`src/rtl/halloween_prog_encoder.sv`:
```
// Packs legal (category, item) opcodes four to a 16-bit program word and offers it by valid/ready.
// Define HALLOWEEN_PROG_STATS_EN to add the words_sent / rejects saturating counters.
module halloween_prog_encoder #(
    parameter logic [3:0] PAD_OP  = 4'b0011,
    parameter int         TIMEOUT = 16,
    parameter int         TO_W    = 8
) (
    input  logic        clk,
    input  logic        rst,
    input  logic        req_valid,
    output logic        req_ready,
    input  logic [1:0]  req_cat,
    input  logic [1:0]  req_sel,
    input  logic        flush,
    output logic        prog_valid,
    input  logic        prog_ready,
    output logic [15:0] prog_data,
    output logic        err
`ifdef HALLOWEEN_PROG_STATS_EN
    ,
    output logic [7:0]  words_sent,
    output logic [7:0]  rejects
`endif
);

    typedef enum logic {S_FILL, S_SEND} state_t;

    localparam logic            TO_EN   = (TIMEOUT != 0);
    localparam logic [TO_W-1:0] TO_LAST = TO_W'((TIMEOUT == 0) ? 0 : TIMEOUT - 1);

    state_t          r_state;
    logic [2:0]      r_cnt;
    logic            r_err;
    logic [TO_W-1:0] r_timer;

    logic [3:0] w_opcode;
    logic       w_legal;
    logic       w_hs;
    logic       w_write;
    logic [2:0] w_cnt_post;
    logic       w_idle;
    logic       w_timeout;
    logic       w_go_send;
    logic       w_prog_hs;

    assign w_opcode   = {req_cat, req_sel};
    assign w_legal    = (req_sel != 2'b11) && !((req_cat == 2'b00) && req_sel[1]);
    assign w_hs       = (r_state == S_FILL) && req_valid;
    assign w_write    = w_hs && w_legal;
    assign w_cnt_post = r_cnt + 3'(w_write);
    assign w_idle     = (r_state == S_FILL) && (r_cnt != 3'd0) && !w_hs;
    // The cycle the timer would reach TIMEOUT is itself the flush cycle.
    assign w_timeout  = TO_EN && w_idle && (r_timer == TO_LAST);
    assign w_go_send  = (r_state == S_FILL) &&
                        ((w_cnt_post == 3'd4) || ((flush || w_timeout) && (w_cnt_post != 3'd0)));
    assign w_prog_hs  = (r_state == S_SEND) && prog_ready;

    always_ff @(posedge clk or posedge rst) begin
        if (rst) begin
            r_state <= S_FILL;
            r_cnt   <= 3'd0;
            r_err   <= 1'b0;
            r_timer <= '0;
        end else begin
            r_err <= w_hs && !w_legal;
            case (r_state)
                S_FILL: begin
                    if (w_write)
                        r_cnt <= w_cnt_post;
                    if (w_go_send)
                        r_state <= S_SEND;
                    if (!TO_EN || !w_idle || w_go_send)
                        r_timer <= '0;
                    else
                        r_timer <= r_timer + 1'b1;
                end
                S_SEND: begin
                    r_timer <= '0;
                    if (prog_ready) begin
                        r_state <= S_FILL;
                        r_cnt   <= 3'd0;
                    end
                end
                default: r_state <= S_FILL;
            endcase
        end
    end

    genvar gi;
    generate
        for (gi = 0; gi < 4; gi++) begin : g_slot
            logic [3:0] r_slot;
            always_ff @(posedge clk or posedge rst) begin
                if (rst)
                    r_slot <= PAD_OP;
                else if (w_prog_hs)
                    r_slot <= PAD_OP;
                else if (w_write && (r_cnt == 3'(gi)))
                    r_slot <= w_opcode;
            end
            assign prog_data[gi*4 +: 4] = r_slot;
        end
    endgenerate

    assign req_ready  = (r_state == S_FILL);
    assign prog_valid = (r_state == S_SEND);
    assign err        = r_err;

`ifdef HALLOWEEN_PROG_STATS_EN
    logic [7:0] r_words_sent;
    logic [7:0] r_rejects;

    always_ff @(posedge clk or posedge rst) begin
        if (rst) begin
            r_words_sent <= 8'd0;
            r_rejects    <= 8'd0;
        end else begin
            if (w_prog_hs && (r_words_sent != 8'hFF))
                r_words_sent <= r_words_sent + 8'd1;
            if (w_hs && !w_legal && (r_rejects != 8'hFF))
                r_rejects <= r_rejects + 8'd1;
        end
    end

    assign words_sent = r_words_sent;
    assign rejects    = r_rejects;
`endif

endmodule

```
`config.mk`:
```
export PLATFORM = sky130hd
export DESIGN_NAME = halloween_prog_encoder
export DESIGN_NICKNAME = d
export VERILOG_FILES = /design/src/rtl/halloween_prog_encoder.sv
export SDC_FILE = /design/constraint.sdc
export NUM_CORES = 1
export LEC_CHECK = 0
export CAP_MARGIN = 20
export CORE_ASPECT_RATIO = 0.8
export CORE_MARGIN = 2
export CORE_UTILIZATION = 59
export DETAILED_ROUTE_END_ITERATION = 6
export DONT_BUFFER_PORTS = 1
export PLACE_DENSITY = 0.72
export REMOVE_ABC_BUFFERS = 1
export SYNTH_ARGS = -nofsm -noshare
export SYNTH_HDL_FRONTEND = slang
export SYNTH_SLANG_ARGS = --single-unit
```
`constraint.sdc`:
```
create_clock -name clk -period 2.7 [get_ports clk]
set_input_delay 0.81 -clock clk [delete_from_list [all_inputs] [get_ports clk]]
set_output_delay 0.81 -clock clk [all_outputs]
set_load 0.01 [all_outputs]
```
== Word level (Yosys, flattened, before mapping) ==
Index checks and enable logic that the tools add are counted.

* Add/sub/neg operators: 2
* Muxes and demuxes: 16
* Reduce and logical (&&, ||, !) cells: 31
* Equal/unequal tests: 8
* Bitwise gates (word level): 1

{| class="wikitable"
|+ Operators with widths
! kind !! number
|-
| two-way mux 4 bit || 8
|-
| one-hot mux 8 bit (2 select lines) || 1
|-
| logical AND 1 bit || 15
|-
| adder 8 x 1 -> 8 bit (second input constant) || 1
|-
| == test 8 x 4 -> 1 bit (second input constant) || 1
|-
| two-way mux 8 bit || 1
|-
| nonzero test 2 bit || 4
|-
| == test 3 x 2 -> 1 bit (second input constant) || 2
|-
| two-way mux 3 bit || 2
|-
| one-hot mux 3 bit (2 select lines) || 1
|-
| nonzero test 3 bit || 2
|-
| zero test 1 bit || 4
|-
| inequality test 2 bit (second input constant) || 2
|-
| adder 3 x 1 -> 3 bit || 1
|-
| == test 3 x 1 -> 1 bit (second input constant) || 1
|-
| == test 3 bit (second input constant) || 1
|-
| zero test 3 bit || 1
|-
| logical OR 1 bit || 3
|-
| zero test 2 bit || 1
|-
| two-way mux 1 bit || 2
|-
| inequality test 2 x 1 -> 1 bit (second input constant) || 1
|-
| one-hot mux 1 bit (2 select lines) || 1
|-
| AND reduction 2 bit || 1
|-
| NOT 1 bit || 1
|}

* Logic and storage cells: 66
* Register bits: 29
* Output and inout bits: 19

== Logic depth before layout (Yosys ltp) ==
* Depth after elaboration: 13
* Depth in mapped cells: 8
* Depth with buffers taken out: 8

== Worst setup path after synthesis ==
OpenSTA, ideal clock, no wires.

* Path type: input port to flip-flop
* Start: input req_sel[1]
* End: register r_timer[2]
* Setup time: 0.137 ns
* Required time: 2.563 ns
* Data arrival time: 2.519 ns
* Cell stages on the path: 8
* Path slack: 0.044 ns
* Cell sequence: buf_1 > a21oi_1 > ha_1 > ha_1 > o21bai_1 > a21oi_1 > o21ai_1 > nor2_1

* Word-level cells in the longest chain between the ends: 12
* Elaborated cells between the ends (all ways): 14
* Those cells by class: add/sub (1); eq/ne (2); mux (2); reduce/logical (9)

{| class="wikitable"
|+ Ends and longest elaborated chain
! item !! line !! text
|-
| from (decl) || 13 || <nowiki>input logic [1:0] req_sel,</nowiki>
|-
| logical AND 1 bit || 47 || <nowiki>assign w_legal = (req_sel != 2'b11) && !((req_cat == 2'b00) && req_sel[1]);</nowiki>
|-
| zero test 1 bit || 47 ||
|-
| logical AND 1 bit * || 47 ||
|-
| logical AND 1 bit * || 49 || <nowiki>assign w_write = w_hs && w_legal;</nowiki>
|-
| adder 3 x 1 -> 3 bit * || 50 || <nowiki>assign w_cnt_post = r_cnt + 3'(w_write);</nowiki>
|-
| nonzero test 3 bit || 55 || <nowiki>((w_cnt_post == 3'd4) || ((flush || w_timeout) && (w_cnt_post != 3'd0)));</nowiki>
|-
| logical AND 1 bit || 55 ||
|-
| logical OR 1 bit * || 55 ||
|-
| logical AND 1 bit * || 54 || <nowiki>assign w_go_send = (r_state == S_FILL) &&</nowiki>
|-
| logical OR 1 bit * || 72 || <nowiki>if (!TO_EN || !w_idle || w_go_send)</nowiki>
|-
| two-way mux 8 bit * || 72 ||
|-
| one-hot mux 8 bit (2 select lines) * || 66 || <nowiki>case (r_state)</nowiki>
|-
| to (signal assigned) || 75 || <nowiki>r_timer <= r_timer + 1'b1;</nowiki>
|-
| to (decl) || 34 || <nowiki>logic [TO_W-1:0] r_timer;</nowiki>
|}

Every way passes the cells marked *; elsewhere a longest branch is shown, timed or not.
A chain may end at the register's enable or synchronous reset.

== Worst setup path in the final report ==
* Start: input req_cat[1]
* End: register r_timer[5]

* Word-level cells in the longest chain between the ends: 13
* Elaborated cells between the ends (all ways): 14
* Those cells by class: add/sub (1); eq/ne (1); mux (2); reduce/logical (10)

{| class="wikitable"
|+ Ends and longest elaborated chain
! item !! line !! text
|-
| from (decl) || 12 || <nowiki>input logic [1:0] req_cat,</nowiki>
|-
| zero test 2 bit * || 47 ||
|-
| logical AND 1 bit * || 47 ||
|-
| zero test 1 bit * || 47 ||
|-
| logical AND 1 bit * || 47 ||
|-
| logical AND 1 bit * || 49 ||
|-
| adder 3 x 1 -> 3 bit * || 50 ||
|-
| nonzero test 3 bit || 55 ||
|-
| logical AND 1 bit || 55 ||
|-
| logical OR 1 bit * || 55 ||
|-
| logical AND 1 bit * || 54 ||
|-
| logical OR 1 bit * || 72 ||
|-
| two-way mux 8 bit * || 72 ||
|-
| one-hot mux 8 bit (2 select lines) * || 66 ||
|}

Marks and branches as above.

==> reports/results.ini <==
[status]
outcome=complete, but fails checks
failed_checks=design-rule violations

[synth]
post_synth_instance_area_sq_um=1420
ys_types=32
number_of_warnings_reported_in_the_yosys_synthesis_log=0
synth_seq_cells=29
netlist_instances=129
ys_seq_area_share_pct=51.8
avgSynthCellArea_sq_um=11.0

[routing]
drt-vias-per-instance=5.88
overall_via_count_from_detail_route=947
detail_route.first_pass.iterations=6
wl_microns=2620
detail-route-antenna-nets=0
wl_per_cell_microns=16.2
drt_iter0_markers=28
post-route-drc-count=3

[grt]
grt_pass1_wl_microns=4110
grt.total_usage_pct=20.9
globalRouteOverflowTotal=0
number_of_global_route_vias_before_repair=869
grt_antenna_before_repair=0
maximum_number_of_pins_on_one_net_before_global_route_repair=30

[power]
total_power_mw=1.29
power_frac_seq_pct=53.9
power_report.internal_total_mw=0.807
comb_power_share_pct=27.5
max-vdd-ir-drop_mv=0.439
switching_power_mw=0.481
power.density_cell_area_nw_per_um2=855
clockPowerShare_pct=18.6
leakagePower_nw=0.628
sw_frac_of_total_pct=37.3

[setup_path]
crit_family=compound AO/OA/AOI/OAI gates
critical_path_peak_fanout=8
timing.critical_path.buf_inv=0
critPathCaptureType=flip-flop
path_class=in2reg
worstPathArrival_ps=2590
cp-start-kind=input pin
r2r_start=prog_valid
timing.critical_path.required_ps=2890
worst_r2r_endpoint=r_timer[5]
cp_cell_sequence=o21bai_4 -> a21oi_1 -> ha_1 -> ha_1 -> o21bai_1 -> a21oi_1 -> o21ai_1 -> nor2_1
critical-path-slowest-cell=o21ai_1
reg2reg_depth=8
reg2reg_setup_slack_ps=360
crit_path_max_incr_delay_ps=470

[floorplanning]
core_region_area_sq_um=2210
placementRows=15
area_enclosed_by_the_die_boundary_sq_um=2820
die_w_microns=58.9
boundaryPins=28
start_util_pct=64.1
chipHeight_microns=47.9

[place]
place_ws_ps=-32.9
total_instance_count_after_detailed_placement=153
io_buffers=0
place.gp.congestion=0.767
hpwl_microns=1970

[job]
cap_violations=0

[cts]
ctsHoldBuffers=0
clock_path_buffers=2
cts.repair.resized=0
cts-root-buf=clkbuf_4
tritoncts_buffer_count=5
clock_sink_count=29
clk_transition_reported_paths_ps=90
clock_insertion_delay_worst_skew_ps=320
cts_htree_levels=2
tritoncts=yes
post_cts_buffers=0

[timing]
timing.max_slew.rel_slack_pct=62.2
report.final.slew_viol_count=0
rsz_0062_raised_after_global_routing=false
achievable-frequency_ghz=0.416
setup_viol=0
clock-skew-final_ps=2.40
report.final.hold_viol_count=0
period_share_pct=89.0
timing.final.ws_setup_ps=296
final_period_minus_worst_setup_slack_ps=2400
worstMarginPinSlew_ps=563

[layout]
areaGrowthSynthToFinish_pct=5.99
num_antenna_cells=0
final_cell_mix=dfrtp_1 (21), nand2_1 (18), nor2_1 (16)
final_layout_size_suffix_gt1_share_pct=16.9
layout.cells.most_common=dfrtp_1
finalNetCount=147
final_core_utilization_pct=68.0
instances_no_fill=161

[hold_path]
worst_hold_path_type=in2async

==> logic make-up (layout without fill, tap and decap cells) <==
family	after synthesis	in the layout	share of synthesized area (%)
flip-flops	29	29	51.8
buffers and inverters	7	14	1.94
XOR/XNOR	8	8	4.93
adder cells (fa/ha/maj)	3	3	2.64
AND/OR/NAND/NOR	51	51	16.7
multiplexers	12	12	8.46
AO/OA/AOI/OAI	19	19	13.5
==> synth_stat cells, drive strengths merged <==
cell | count | area, sq um
a2111oi | 3 | 82.6
a211oi | 1 | 12.5
a21oi | 4 | 20.0
a31oi | 1 | 6.26
and2 | 2 | 12.5
and3 | 2 | 12.5
buf | 3 | 12.5
dfrtp | 21 | 526
dfstp | 8 | 210
ha | 3 | 37.5
inv | 4 | 15.0
mux2i | 12 | 120
nand2 | 18 | 67.6
nand2b | 3 | 26.3
nand3 | 2 | 10.0
nand3b | 1 | 7.51
nand4 | 1 | 6.26
nor2 | 16 | 60.1
nor3 | 3 | 15.0
nor3b | 1 | 7.51
nor4 | 1 | 6.26
o21ai | 6 | 30.0
o21bai | 2 | 26.3
o22ai | 1 | 6.26
o31ai | 1 | 7.51
or3 | 1 | 6.26
xnor2 | 4 | 35.0
xor2 | 4 | 35.0
==> metrics by stage <==
| stage | TNS, ps | hold WS (ps) | area (sq um) |
|---|---|---|---|
| after floorplan | 0 | 424 | 1410 |
| after global routing | 0 | 445 | 1510 |
| after detailed placement | -196 | 453 | 1450 |
| final | 0 | 431 | 1510 |
| after global placement | 0 | 442 | 1450 |
| after CTS | 0 | 430 | 1510 |
==> flip-flops by register name, summed over array words and instances (netlist names) <==
register and cells:
r_cnt 3, r_timer 8, err 1, g_slot.r_slot 16, prog_valid 1
==> per-layer routing <==
| layer | track usage [%] | share of wire, % | up-vias |
|---|---|---|---|
| met5 | 0 | 0 | - |
| met4 | 9.55 | 1.3 | 0 |
| met3 | 8.92 | 10 | 5 |
| met2 | 29.6 | 45 | 37 |
| met1 | 28.2 | 44 | 447 |
| li1 | - | - | 458 |
==> power groups by stage <==
stage	Combinational (mW)	Clock (mW)	Sequential, mW
floorplan	0.288	0	0.677
global placement	0.337	0	0.699
detailed placement	0.354	0	0.703
CTS	0.355	0.247	0.696
global route	0.399	0.264	0.718
finish	0.354	0.239	0.694
==> worst max-delay path by stage <==
stage | startpoint | to | slack, ps | cells past startpoint
after CTS | req_cat[1] | r_timer[7] | 300 | 8
after floorplan | req_sel[0] | r_timer[2] | 180 | 8
after global routing | req_cat[1] | r_timer[6] | 110 | 8
final | req_cat[1] | r_timer[5] | 300 | 8
after detailed placement | req_cat[1] | r_timer[7] | -30 | 8
after global placement | req_cat[1] | r_timer[7] | 100 | 8
==> cell type report <==
cell class	instances	area, sq um
sequential	29	736
fill	176	709
multi-input combinational	93	657
clock buffer	6	41.3
tap	25	31.3
timing repair buffer	2	15.0
inverter	4	15.0
clock inverter	2	10.0
Power figures use the tool's default switching activity.
